--- src/rtl/rv_mem_if.sv ---
`default_nettype none
// ============================================================================
// Module      : rv_mem_if
// Description : Memory interface unit between the multicycle RISC-V core and
//               a variable-latency word memory. Accepts one-cycle access
//               strobes from the core, runs a valid/ready handshake toward
//               memory, and returns a one-cycle completion pulse with an
//               error flag for misaligned or timed-out accesses.
//
// Ports
//   clk        : single clock, rising edge
//   rst        : synchronous active-high reset
//   cpu_req    : access strobe, sampled only while idle
//   cpu_we     : 1 = store, 0 = read (fetch or load)
//   cpu_addr   : byte address
//   cpu_wdata  : store data
//   cpu_busy   : high while an access is in flight (core stalls on it)
//   cpu_done   : one-cycle completion pulse
//   cpu_err    : misaligned / timeout flag, meaningful only with cpu_done
//   cpu_rdata  : last successfully read word
//   mem_valid  : bus request
//   mem_we     : bus write enable
//   mem_addr   : word-aligned bus address
//   mem_wdata  : bus write data
//   mem_ready  : memory accepts/completes the access this cycle
//   mem_rdata  : read data, valid with mem_ready on reads
//
// Revision    : 1.0 - initial release
// ============================================================================
module rv_mem_if #(
    parameter int TIMEOUT = 64
) (
    input  logic        clk,
    input  logic        rst,
    input  logic        cpu_req,
    input  logic        cpu_we,
    input  logic [31:0] cpu_addr,
    input  logic [31:0] cpu_wdata,
    output logic        cpu_busy,
    output logic        cpu_done,
    output logic        cpu_err,
    output logic [31:0] cpu_rdata,
    output logic        mem_valid,
    output logic        mem_we,
    output logic [31:0] mem_addr,
    output logic [31:0] mem_wdata,
    input  logic        mem_ready,
    input  logic [31:0] mem_rdata
);

    // Last counter value before the access is abandoned: the counter starts
    // at 0 on the first bus cycle, so reaching TIMEOUT-1 without mem_ready
    // means TIMEOUT bus cycles have elapsed.
    localparam logic [9:0] c_CNT_LAST = 10'(TIMEOUT - 1);
    localparam logic [9:0] c_CNT_MAX  = 10'h3FF;

    typedef enum logic [1:0] {
        c_IDLE = 2'd0,
        c_BUS  = 2'd1,
        c_RESP = 2'd2
    } state_t;

    state_t      r_state;

    // Captured access. Only the word part of the address is kept because
    // misalignment is resolved at capture time and never reaches the bus.
    logic        r_we;
    logic [29:0] r_addr_word;
    logic [31:0] r_wdata;

    logic        r_err;
    logic [9:0]  r_cnt;
    logic [31:0] r_rdata;

    // Registered status flags, updated together with the state so every
    // output is a flop (or a flop AND flop) rather than decoded from inputs.
    logic        r_busy;
    logic        r_done;
    logic        r_mem_valid;

    logic        w_misaligned;

    assign w_misaligned = (cpu_addr[1:0] != 2'b00);

    always_ff @(posedge clk) begin
        if (rst) begin
            r_state     <= c_IDLE;
            r_we        <= 1'b0;
            r_addr_word <= 30'd0;
            r_wdata     <= 32'd0;
            r_err       <= 1'b0;
            r_cnt       <= 10'd0;
            r_rdata     <= 32'd0;
            r_busy      <= 1'b0;
            r_done      <= 1'b0;
            r_mem_valid <= 1'b0;
        end else begin
            case (r_state)
                c_IDLE: begin
                    r_done <= 1'b0;
                    if (cpu_req) begin
                        r_we        <= cpu_we;
                        r_addr_word <= cpu_addr[31:2];
                        r_wdata     <= cpu_wdata;
                        r_busy      <= 1'b1;
                        if (w_misaligned) begin
                            // Rejected without touching the bus.
                            r_err   <= 1'b1;
                            r_done  <= 1'b1;
                            r_state <= c_RESP;
                        end else begin
                            r_err       <= 1'b0;
                            r_cnt       <= 10'd0;
                            r_mem_valid <= 1'b1;
                            r_state     <= c_BUS;
                        end
                    end
                end

                c_BUS: begin
                    // mem_ready is checked before the timeout so a response
                    // arriving on the final permitted cycle still succeeds.
                    if (mem_ready) begin
                        if (!r_we) begin
                            r_rdata <= mem_rdata;
                        end
                        r_err       <= 1'b0;
                        r_mem_valid <= 1'b0;
                        r_done      <= 1'b1;
                        r_state     <= c_RESP;
                    end else if (r_cnt == c_CNT_LAST) begin
                        r_err       <= 1'b1;
                        r_mem_valid <= 1'b0;
                        r_done      <= 1'b1;
                        r_state     <= c_RESP;
                    end else if (r_cnt != c_CNT_MAX) begin
                        r_cnt <= r_cnt + 10'd1;
                    end
                end

                c_RESP: begin
                    r_done  <= 1'b0;
                    r_busy  <= 1'b0;
                    r_state <= c_IDLE;
                end

                default: begin
                    r_done      <= 1'b0;
                    r_busy      <= 1'b0;
                    r_mem_valid <= 1'b0;
                    r_state     <= c_IDLE;
                end
            endcase
        end
    end

    assign cpu_busy  = r_busy;
    assign cpu_done  = r_done;
    // The error bit is only meaningful during the completion pulse.
    assign cpu_err   = r_done & r_err;
    assign cpu_rdata = r_rdata;

    assign mem_valid = r_mem_valid;
    assign mem_we    = r_we;
    assign mem_addr  = {r_addr_word, 2'b00};
    assign mem_wdata = r_wdata;

endmodule
`default_nettype wire

--- config.mk ---
export PLATFORM = sky130hd
export DESIGN_NAME = rv_mem_if
export DESIGN_NICKNAME = d
export VERILOG_FILES = /design/src/rtl/rv_mem_if.sv
export SDC_FILE = /design/constraint.sdc
export NUM_CORES = 1
export LEC_CHECK = 0
export ABC_CLOCK_PERIOD_IN_PS = 2390
export CAP_MARGIN = 20
export CORE_MARGIN = 2
export CORE_UTILIZATION = 40
export CTS_CLUSTER_SIZE = 16
export DETAILED_ROUTE_END_ITERATION = 6
export PLACE_DENSITY = 0.8
export SLEW_MARGIN = 20
export SYNTH_ARGS = -nofsm -noshare
export SYNTH_HDL_FRONTEND = slang
export SYNTH_SLANG_ARGS = --single-unit
--- constraint.sdc ---
create_clock -name clk -period 2.39 [get_ports clk]
set_input_delay 0.239 -clock clk [delete_from_list [all_inputs] [get_ports clk]]
set_output_delay 0.239 -clock clk [all_outputs]
set_load 0.02 [all_outputs]
Word-level counts from Yosys, hierarchy flattened
Cells that the tools add are included.
- $add $sub $neg: 1
- multiply operators: 0
- reductions and logical operators: 10
- eq/ne operators: 10
- divide/modulo/power cells: 0
- magnitude comparators: 0
- multiplexer cells: 26
- bitwise operators: 4
- shift operators: 0
- operators with widths (operator ; count):
    10-bit 2-to-1 mux ; 5
    10-bit one-hot mux with 2 select lines ; 1
    1-bit 2-to-1 mux ; 11
    10-bit by 1-bit adder with 10-bit output, second input constant ; 1
    10-bit by 6-bit equality test with 1-bit output, second input constant ; 1
    10-bit inequality test, second input constant ; 1
    2-bit inequality test, second input constant ; 5
    2-bit 2-to-1 mux ; 4
    1-bit one-hot mux with 2 select lines ; 3
    2-bit AND reduction ; 3
    3-bit AND reduction ; 2
    6-bit AND reduction ; 1
    2-bit one-hot mux with 2 select lines ; 1
    4-bit AND reduction ; 1
    2-bit nonzero test ; 2
    3-bit inequality test, second input constant ; 1
    1-bit inverter ; 3
    1-bit one-hot mux with 3 select lines ; 1
    2-bit by 1-bit equality test with 1-bit output, second input constant ; 1
    2-bit equality test, second input constant ; 1
    2-bit logical NOT ; 1
    1-bit bitwise AND ; 1
- logic and storage cells: 61
- bits in writable memories: 0
- latch bits: 0
- output and inout port bits: 101
- bits of input ports: 101
- memories kept: 0
- bits in registers: 111
- ROM bits: 0

Logic depth before layout (Yosys ltp)
Gate-level depths: netlist of run 1.
- depth in word-level cells: 5
- mapped depth: 7
- gate-level depth less buffers: 5

Least setup slack after synthesis of run 1
Ideal clock, no wire load.
- kind: register to register
- start: register r_state[0]
- end: register r_cnt[9]
- library setup time: 0.117 ns
- path buffers: 1
- data arrival time: 1.606 ns
- stages on the path, launching flop included: 6
- data required time: 2.273 ns
- slack: 0.666 ns
- path through: dfxtp_1 buf_2 or4b_4 a21o_1 a211o_1 a32o_1
- longest elaborated chain between the ends: 3
- elaborated cells on any way between the ends: 10
- RTL lines (what ; line ; RTL):
    start: declaration ; 63 ; state_t r_state;
    start signal: assignment ; 87 ; r_state <= c_IDLE;
    start signal: assignment ; 110 ; r_state <= c_RESP;
    start signal: assignment ; 115 ; r_state <= c_BUS;
    2-bit by 1-bit equality test with 1-bit output or 2-bit logical NOT (tied branches) ; 98 ; case (r_state)
    2-bit inequality test (no source line) or 2-bit nonzero test (tied branches) ; - ;
    6-bit AND reduction (no source line) ; - ;
    end signal: assignment ; 137 ; r_cnt <= r_cnt + 10'd1;
    end: declaration ; 72 ; logic [9:0] r_cnt;
Parallel ways exist; a longest one is shown, timed or not.
A chain may end at the register's enable or synchronous reset.

Worst setup path after layout of run 1
- start: register r_cnt[0]
- end: register r_cnt[4]
- longest elaborated chain between the ends: 5
- elaborated cells on any way between the ends: 10
- RTL lines (what ; line ; RTL):
    10-bit by 1-bit adder with 10-bit output ; 137 ;
    10-bit 2-to-1 mux ; 136 ; end else if (r_cnt != c_CNT_MAX) begin
    10-bit 2-to-1 mux ; 131 ; end else if (r_cnt == c_CNT_LAST) begin
    10-bit 2-to-1 mux ; 123 ; if (mem_ready) begin
    10-bit one-hot mux with 2 select lines ; 98 ;
Parallel ways exist; a longest one is shown, timed or not. The select of a mux whose other input is x is not followed.

==> results of run 1 <==
-- cell type report --
| cell class | count | area [um2] | area share |
|---|---|---|---|
| clock inverters | 5 | 104 | 0.0160 |
| inverters | 5 | 18.8 | 0.00290 |
| well taps | 136 | 170 | 0.0263 |
| repair buffers | 208 | 2070 | 0.319 |
| flip-flops and latches | 111 | 2220 | 0.343 |
| clock buffers | 11 | 141 | 0.0218 |
| multi-input cells | 370 | 1760 | 0.271 |
-- synth_stat cells, types with 3 or more instances --
cell type                    n
sky130_fd_sc_hd__nand2_1   201
sky130_fd_sc_hd__dfxtp_1   111
sky130_fd_sc_hd__a21oi_1   102
sky130_fd_sc_hd__clkbuf_1   30
sky130_fd_sc_hd__nor2_1      7
sky130_fd_sc_hd__o21ai_0     6
sky130_fd_sc_hd__buf_2       4
sky130_fd_sc_hd__inv_1       4
sky130_fd_sc_hd__nand3_1     4
sky130_fd_sc_hd__nor3_1      4
sky130_fd_sc_hd__nand2b_1    3
sky130_fd_sc_hd__nand4_1     3
sky130_fd_sc_hd__nor4_1      3
sky130_fd_sc_hd__o221a_1     3
-- registers in the layout, indices dropped and copies added, names as in the netlist, 2 cells and up --
signal	flops
r_cnt	10
r_state	2
cpu_rdata	32
mem_wdata	32
r_addr_word	30
-- through the flow --
stage               worst slack (ns)  instance area [um2]
detailed placement             0.268                 6240
floorplan                      0.666                 4140
global placement               0.310                 6240
finish                         0.467                 6480
global route                   0.302                 6480
CTS                            0.492                 6480
-- power breakdown --
| part | internal, mW | total, mW | switching [mW] | leakage [nW] |
|---|---|---|---|---|
| combinational | 0.345 | 0.666 | 0.321 | 1.25 |
| sequential | 1.93 | 1.98 | 0.0458 | 0.906 |
| clock | 0.728 | 1.35 | 0.624 | 0.124 |
-- cell families after synthesis --
group | count (synthesis)
and+or+nand+nor | 238
DFF | 111
adders and majority gates | 1
other | 1
AOI/OAI and AO/OA | 129
buffers and inverters | 42
-- metal layers --
metal | routed length [um] | up-vias | part of all wire
li1 | - | 2093 | -
met1 | 4850 | 1928 | 0.40
met2 | 6020 | 164 | 0.50
met3 | 919 | 29 | 0.076
met4 | 369 | 0 | 0.030
met5 | 0 | - | 0
-- worst paths after layout --
| kind | from | end | slack [ns] | cells after the start |
|---|---|---|---|---|
| worst min-delay path | rst | r_state[0] | 0.24 | 2 |
| worst min register to register | cpu_rdata[8] | cpu_rdata[8] | 0.46 | 2 |
| worst max-delay path | r_cnt[0] | r_cnt[4] | 0.47 | 5 |
| worst max register to register | r_cnt[0] | r_cnt[4] | 0.47 | 5 |
==> results_dict.tcl, run 1 <==
set metrics [dict create \
    result_of_the_run "completed" \
    tritoncts "done" \
    power_density_mw_per_mm2 616 \
    num_vias 4214 \
    area.growth.synth_to_final_pct 56.8 \
    synthMuxAreaShare 0 \
    global_route.usage.total 0.215 \
    final_cell_mix "sky130_fd_sc_hd__nand2_1 (201), sky130_fd_sc_hd__clkdlybuf4s50_1 (198), sky130_fd_sc_hd__dfxtp_1 (111), sky130_fd_sc_hd__a21oi_1 (102), sky130_fd_sc_hd__clkbuf_8 (10)" \
    die_w_um 106 \
    worst_clock_skew_ns 0.00719 \
    setup-violations-final 0 \
    antenna_violating_nets_post_route 0 \
    worstSetupStartpointType "flop" \
    cts.hold.buffers_added 0 \
    synth_sequential_area_ratio 0.538 \
    global_route.peak_usage_layer "met2" \
    n_fill_cell 873 \
    synthDominantCellAreaShare 0.538 \
    yosysTopAreaCell "sky130_fd_sc_hd__dfxtp_1" \
    route.detailed.drc 0 \
    period_minus_slack_ns 1.92 \
    wl_um 12200 \
    critPathMaxFanout 9 \
    synth_simple_gate_area_frac 0.237 \
    mappedNetlistArea_mm2 0.00413 \
    grt_antenna_before_repair 0 \
    max_freq_ghz 0.520 \
    synth_warnings 0 \
    initial_utilization 0.406 \
    dominantRegCellSynth "sky130_fd_sc_hd__dfxtp_1" \
    diodes 0 \
    postCtsSetupBuffers 0 \
    netlist_instances 522 \
    later_pin_clock_latency_in_the_skew_report_ns 0.36 \
    unrepaired_setup_endpoints_after_global_routing "no" \
    crit_required_ns 2.70 \
    max_slew.worst_pin.slew_ns 0.512 \
    placedCellCount 830 \
    avgRoutedWirePerCell_um 14.4 \
    cts.path.max_buffers 2 \
    final_cells 846 \
    floorplan.die_area_mm2 0.0112 \
    cts.reportedPaths.clkPinSlew_ns 0.10 \
    timing_max_transition_violations_final 0 \
    avgSynthCellArea_um2 7.92 \
    post_route_cells_drive_above_1_share 0.0493 \
    ctsHtreeMaxLevel 3 \
    avgViaCountPerCell 4.98 \
    critical_path.max_stage_delay_ns 0.55 \
    final.hold.worst_slack_ns 0.244 \
    first_pass_drt_iterations 5 \
    timing.critical_path.arrival_ns 2.23 \
    cap_viol_max_count 0 \
    detail_route.iter0.violations 198 \
    gp_congestion 0.881 \
    numPortBuffers 199 \
    layout_commonest_cell "sky130_fd_sc_hd__nand2_1" \
    setup.worst_path.class "reg2reg" \
    timing.critical_path.max_delay_family "compound AO/OA/AOI/OAI gates" \
    netlist_top_cells_area "sky130_fd_sc_hd__dfxtp_1 (54%), sky130_fd_sc_hd__nand2_1 (18%), sky130_fd_sc_hd__a21oi_1 (12%)" \
    num_io_pins 202 \
    grt_max_degree 49 \
    grt-ovfl-total 0 \
    final_net_count 807 \
    gr-usage-met1 0.235 \
    power.ir.vdd_worst_v 0.000330 \
    dp_hpwl_um 8650 \
    grt_first_pass_wirelength_um 19200 \
    die_h_um 106 \
    xor_xnor_share_of_the_synthesized_area 0 \
    core_footprint_mm2 0.0102 \
    p_leak_nw 2.28 \
    synth_enable_flop_cells 0 \
    cts_sinks 111 \
    cts_repair_resize_count 0 \
    synth_fa_ha_area_frac 0.00303 \
    synth.ff_latch_count 111 \
    cp_cell_sequence "ha_1 > nand3_1 > a2111o_1 > a31oi_1 > o21a_1" \
    power.total_mw 4.00 \
    clock-root-buffer "sky130_fd_sc_hd__clkbuf_8" \
    synth-compound-area-share 0.180 \
    postSynth.asyncResetShare 0 \
    site_row_count 37 \
    slew_headroom 0.659 \
    cp.buffers_inverters 0 \
    met3_layer_usage_reported_by_global_route 0.0625 \
    synth.distinct_cells 44 \
    timing.setup.tns_ns 0 \
    final_core_utilization 0.636 \
    first_global_vias 4145 \
    final.period_utilization 0.805 \
    setup.worst_path.end_class "flop" \
    cts-buffers-inserted 9 \
    report.final.hold_viol_count 0 \
    largest_family_of_logic_cells_by_synthesized_area "simple AND/OR/NAND/NOR gates" \
    critical_path.slowest_cell "sky130_fd_sc_hd__a2111o_1" \
    worst_hold_path_type "in2reg" \
    global_route.usage.met2 0.380 \
]
Power figures use the tool's default switching activity.
==> inputs of run 2 (changes only) <==
ABC_CLOCK_PERIOD_IN_PS = 1900   (was 2390)
clock period = 1.9 ns   (was 2.39 ns; I/O delays follow)
==> run 2 against run 1 <==
Clock power grew 7%. Largest cell class unchanged. Critical endpoint is now r_cnt[6]. Wire length shrank 1.0%. Via count grew 0.64%. Sequential cell count is the same. Combinational power grew 27%.
==> results_dict.tcl, run 2 (synthesis results as in run 1) <==
set metrics [dict create \
    site_row_count 37 \
    grt-ovfl-total 0 \
    die_w_um 106 \
    hold_start "rst" \
    first_global_vias 4051 \
    crit_required_ns 2.21 \
    timing_max_transition_violations_final 0 \
    setup-violations-final 0 \
    cts_sinks 111 \
    grt_max_degree 51 \
    critical_path.slowest_cell "sky130_fd_sc_hd__or4_4" \
    floorplan.die_area_mm2 0.0112 \
    worst_hold_path_type "in2reg" \
    power.ir.vdd_worst_v 0.000470 \
    tritoncts "done" \
    num_io_pins 202 \
    n_fill_cell 841 \
    crit_path_start "r_cnt[9]" \
    final.period_utilization 0.973 \
    report.final.hold_viol_count 0 \
    cap_viol_max_count 0 \
    global_route.usage.total 0.209 \
    period_minus_slack_ns 1.85 \
    core_footprint_mm2 0.0102 \
    timing.setup.tns_ns 0 \
    wl_um 12000 \
    grt_first_pass_wirelength_um 18800 \
    area.growth.synth_to_final_pct 57.7 \
    later_pin_clock_latency_in_the_skew_report_ns 0.38 \
    initial_utilization 0.406 \
    setup.worst_path.end_class "flop" \
    cts.path.max_buffers 2 \
    dp_hpwl_um 8710 \
    detail_route.iter0.violations 270 \
    cts-buffers-inserted 9 \
    dp_worst_setup_slack_ns -0.173 \
    timing.critical_path.max_delay_family "simple AND/OR/NAND/NOR gates" \
    cp.buffers_inverters 0 \
    cp_cell_sequence "or4_4 > a2111o_1 > nand2_2 > o221a_1" \
    unrepaired_setup_endpoints_after_global_routing "no" \
    final_core_utilization 0.640 \
    clock-root-buffer "sky130_fd_sc_hd__clkbuf_8" \
    diodes 0 \
    r2r_setup_slack_ns 0.05 \
    p_leak_nw 2.30 \
    avgViaCountPerCell 4.98 \
    post_route_cells_drive_above_1_share 0.0601 \
    final_net_count 812 \
    timing.critical_path.arrival_ns 2.16 \
    final_cells 851 \
    num_vias 4241 \
    grt_antenna_before_repair 0 \
    layout_commonest_cell "sky130_fd_sc_hd__nand2_1" \
    avgRoutedWirePerCell_um 14.1 \
    max_freq_ghz 0.541 \
    cts.reportedPaths.clkPinSlew_ns 0.10 \
    antenna_violating_nets_post_route 0 \
    worst_clock_skew_ns 0.00952 \
    result_of_the_run "completed" \
    first_pass_drt_iterations 6 \
    route.detailed.drc 0 \
    power_density_mw_per_mm2 734 \
    die_h_um 106 \
    final_cell_mix "sky130_fd_sc_hd__nand2_1 (201), sky130_fd_sc_hd__clkdlybuf4s50_1 (198), sky130_fd_sc_hd__dfxtp_1 (110), sky130_fd_sc_hd__a21oi_1 (102), sky130_fd_sc_hd__buf_4 (11)" \
    ctsHtreeMaxLevel 3 \
    critical_path.max_stage_delay_ns 0.58 \
    critPathMaxFanout 5 \
    cts.hold.buffers_added 0 \
    worstReg2RegStart "r_cnt[9]" \
    setup.worst_path.class "reg2reg" \
    gp_congestion 0.920 \
    numPortBuffers 199 \
    placedCellCount 835 \
    setup_slack_ns 0.0505 \
    worstSetupStartpointType "flop" \
]
[run 2: cell count changes in the layout (fill, tap and decap cells not counted), sizes merged]
cell / previous run / this run
clkinv: 1 / 3
clkbuf: 11 / 9
bufinv: 3 / 1
inv: 6 / 7
buf: 10 / 15
clkinvlp: 0 / 1
[run 2: area by class of cell]
class	count	area, um2	area share
inverter	5	18.8	0.00288
multi-input combinational	370	1760	0.270
clock inverter	7	80.1	0.0123
timing repair buffer	213	2140	0.329
tap	136	170	0.0261
sequential	111	2220	0.341
clock buffer	9	124	0.0190
[run 2: layer usage]
| metal | global-route usage | part of all wire |
|---|---|---|
| met4 | 0.0789 | 0.020 |
| met1 | 0.229 | 0.39 |
| met5 | 0 | 0 |
| met2 | 0.365 | 0.50 |
| met3 | 0.0792 | 0.087 |
[run 2: final timing paths]
kind,end,depth (start not counted)
max,r_cnt[6],4
min,r_addr_word[13],2
max reg2reg,r_cnt[6],4
min reg2reg,mem_wdata[15],2
[run 2: worst register-to-register path, delay by kind of cell, from the launching register on]
kind,cells,cell delay [ns]
flops,1,0.36
simple gates,2,0.74
compound gates,2,0.69
[run 2: repair_timing]
action / CTS / global route
resized for setup: 0 / 2
endpoints found under the setup margin: 0 / 3
buffers inserted: 0 / 0
endpoints found under the hold margin: 0 / 0
[run 2: power by group]
group          switching [mW]  internal (mW)
clock network           0.828          0.626
registers              0.0561           2.43
logic                   0.405          0.441
[run 2: per-stage QoR]
| stage | instance area (um2) | power, mW | hold WS [ns] |
|---|---|---|---|
| after floorplan | 4140 | 2.90 | 0.326 |
| after global placement | 6310 | 3.37 | 0.441 |
| final | 6520 | 4.79 | 0.202 |
| after detailed placement | 6310 | 3.39 | 0.447 |
| after CTS | 6520 | 4.84 | 0.181 |
| after global routing | 6520 | 4.98 | 0.202 |
==> inputs of run 3 (changes only) <==
PLACE_DENSITY = unset   (was 0.8)
PLACE_DENSITY_LB_ADDON = 0.08   (was unset)
==> run 3 against run 2 <==
Sequential power hardly changed. Clock power is 8% lower. Highest routed layer unchanged. Sequential cell count stayed put. Design area stayed put. Critical path type unchanged. Register-to-register slack hardly changed. Core utilization stayed put. Cell count is 0.12% higher. Wire length hardly changed. Via count is 0.75% lower. Non-clock buffer count is 1 higher. Global-route usage is 0.26 points higher. Clock skew is 0.0098 ns higher.
==> results_dict.tcl, run 3 (synthesis results as in run 1) <==
set metrics [dict create \
    num_io_pins 202 \
    final_net_count 813 \
    seq_power_share 0.531 \
    worst_clock_skew_ns 0.0193 \
    final.hold.worst_slack_ns 0.201 \
    setup_slack_ns 0.0531 \
    p_leak_nw 2.30 \
    timing.setup.tns_ns 0 \
    ctsHtreeMaxLevel 3 \
    detail_route.iter0.violations 191 \
    antenna_violating_nets_post_route 0 \
    area.growth.synth_to_final_pct 57.7 \
    crit_required_ns 2.21 \
    setup.worst_path.class "reg2reg" \
    cts.path.max_buffers 2 \
    floorplan.die_area_mm2 0.0112 \
    period_minus_slack_ns 1.85 \
    r2r_setup_slack_ns 0.05 \
    timing_max_transition_violations_final 0 \
    combinationalPowerShare 0.184 \
    first_global_vias 3991 \
    whs_path_depth 2 \
    n_fill_cell 910 \
    gp_congestion 0.869 \
    route.detailed.drc 0 \
    later_pin_clock_latency_in_the_skew_report_ns 0.36 \
    layout_commonest_cell "sky130_fd_sc_hd__nand2_1" \
    worst_hold_path_type "in2reg" \
    unrepaired_setup_endpoints_after_global_routing "yes" \
    critPathMaxFanout 5 \
    cap_viol_max_count 0 \
    die_w_um 106 \
    post_route_cells_drive_above_1_share 0.0601 \
    internal_power_summed_over_all_cells_mw 3.41 \
    multi_input_combinational_cell_area_mm2 0.00176 \
    numPortBuffers 199 \
    hold_path_end "r_addr_word[24]" \
    dp_hpwl_um 8450 \
    core_footprint_mm2 0.0102 \
    power.ir.vdd_worst_v 0.000421 \
    tritoncts "done" \
    timing.critical_path.max_delay_family "compound AO/OA/AOI/OAI gates" \
    cts.reportedPaths.clkPinSlew_ns 0.11 \
    critical_path.max_stage_delay_ns 0.55 \
    cp_cell_sequence "or4_4 > a2111o_1 > a31oi_1 > o21a_1" \
    global_route.usage.total 0.211 \
    avgViaCountPerCell 4.94 \
    regToRegEndpoint "r_cnt[4]" \
    first_pass_drt_iterations 7 \
    clock-root-buffer "sky130_fd_sc_hd__clkbuf_8" \
    setup.worst_path.end_class "flop" \
    report.final.hold_viol_count 0 \
    power.switching_mw 1.27 \
    grt_antenna_before_repair 0 \
    critical_path.slowest_cell "sky130_fd_sc_hd__or4_4" \
    seq_area_mm2 0.00223 \
    worstReg2RegStart "r_cnt[6]" \
    grt_max_degree 53 \
    global_route.usage.met2 0.364 \
    wl_um 12000 \
    met3_layer_usage_reported_by_global_route 0.0705 \
    hold_start "rst" \
    die_h_um 106 \
    max_freq_ghz 0.541 \
    final.period_utilization 0.972 \
    r2r.worst_path.cells 4 \
    final_cell_mix "sky130_fd_sc_hd__nand2_1 (201), sky130_fd_sc_hd__clkdlybuf4s50_1 (198), sky130_fd_sc_hd__dfxtp_1 (110), sky130_fd_sc_hd__a21oi_1 (102), sky130_fd_sc_hd__buf_4 (11)" \
    timing.critical_path.arrival_ns 2.15 \
    power_density_mw_per_mm2 718 \
    gr-usage-met1 0.245 \
    cts-buffers-inserted 9 \
    cp.buffers_inverters 0 \
    clock_power_share 0.286 \
    site_row_count 37 \
    initial_utilization 0.406 \
    grt-ovfl-total 0 \
    switching_share 0.272 \
    grt_first_pass_wirelength_um 19200 \
    worstSetupStartpointType "flop" \
    dp_worst_setup_slack_ns -0.158 \
    global_route.peak_usage_layer "met2" \
    setup-violations-final 0 \
    diodes 0 \
    result_of_the_run "completed" \
    avgRoutedWirePerCell_um 14.1 \
    cts_sinks 111 \
    num_vias 4209 \
]
run 3: cell count changes in the layout (fill, tap and decap cells not counted):
cell	before	now
sky130_fd_sc_hd__bufinv_16	1	0
sky130_fd_sc_hd__inv_8	1	0
sky130_fd_sc_hd__dfxtp_2	1	0
sky130_fd_sc_hd__clkbuf_8	9	10
sky130_fd_sc_hd__clkinvlp_4	1	0
sky130_fd_sc_hd__clkbuf_1	0	1
sky130_fd_sc_hd__buf_12	4	5
sky130_fd_sc_hd__inv_6	1	2
sky130_fd_sc_hd__dfxtp_4	0	1
run 3: routing by layer:
layer | vias up | wire length, um
met3 | 24 | 926
met1 | 1957 | 4840
met5 | - | 0
met4 | 0 | 269
li1 | 2099 | -
met2 | 129 | 6010
run 3: power by group through the flow:
stage          registers [mW]  clock network, mW  logic, mW
4_1_cts                  2.49               1.38      0.867
2_1_floorplan            2.65                  0      0.247
3_5_place_dp             2.54                  0      0.863
3_3_place_gp             2.53                  0      0.854
5_1_grt                  2.50               1.47      0.926
6_report                 2.48               1.34      0.859
run 3: how the worst max path moves through the flow:
| stage | start | to | slack, ns | cells past startpoint |
|---|---|---|---|---|
| final | r_cnt[6] | r_cnt[4] | 0.05 | 4 |
| after global routing | r_cnt[6] | r_err | -0.01 | 5 |
| after CTS | r_cnt[6] | r_cnt[4] | 0.07 | 4 |
| after detailed placement | cpu_addr[1] | r_cnt[8] | -0.16 | 5 |
| after global placement | cpu_addr[1] | r_cnt[8] | -0.13 | 5 |
| after floorplan | r_state[0] | r_cnt[9] | 0.18 | 5 |
run 3: metrics by stage:
| step | area (um2) | total power, mW | cells | utilization |
|---|---|---|---|---|
| 6_report | 6520 | 4.68 | 852 | 0.640 |
| 5_1_grt | 6520 | 4.89 | 852 | 0.640 |
| 4_1_cts | 6500 | 4.73 | 850 | 0.638 |
| 3_5_place_dp | 6320 | 3.40 | 834 | 0.620 |
| 3_3_place_gp | 6320 | 3.39 | 834 | 0.620 |
| 2_1_floorplan | 4140 | 2.90 | 523 | - |
run 3: layout make-up:
| cell class | count | area share |
|---|---|---|
| Multi-Input combinational cell | 370 | 0.270 |
| Sequential cell | 111 | 0.341 |
| Tap cell | 136 | 0.0261 |
| Timing Repair Buffer | 214 | 0.332 |
| Inverter | 5 | 0.00288 |
| Clock inverter | 5 | 0.00614 |
| Clock buffer | 11 | 0.0217 |
run 3: what timing repair did:
item / CTS / global route
hold buffers: 0 / 0
buffers inserted: 0 / 2
endpoints found under the setup margin: 0 / 3
resized for setup: 0 / 3
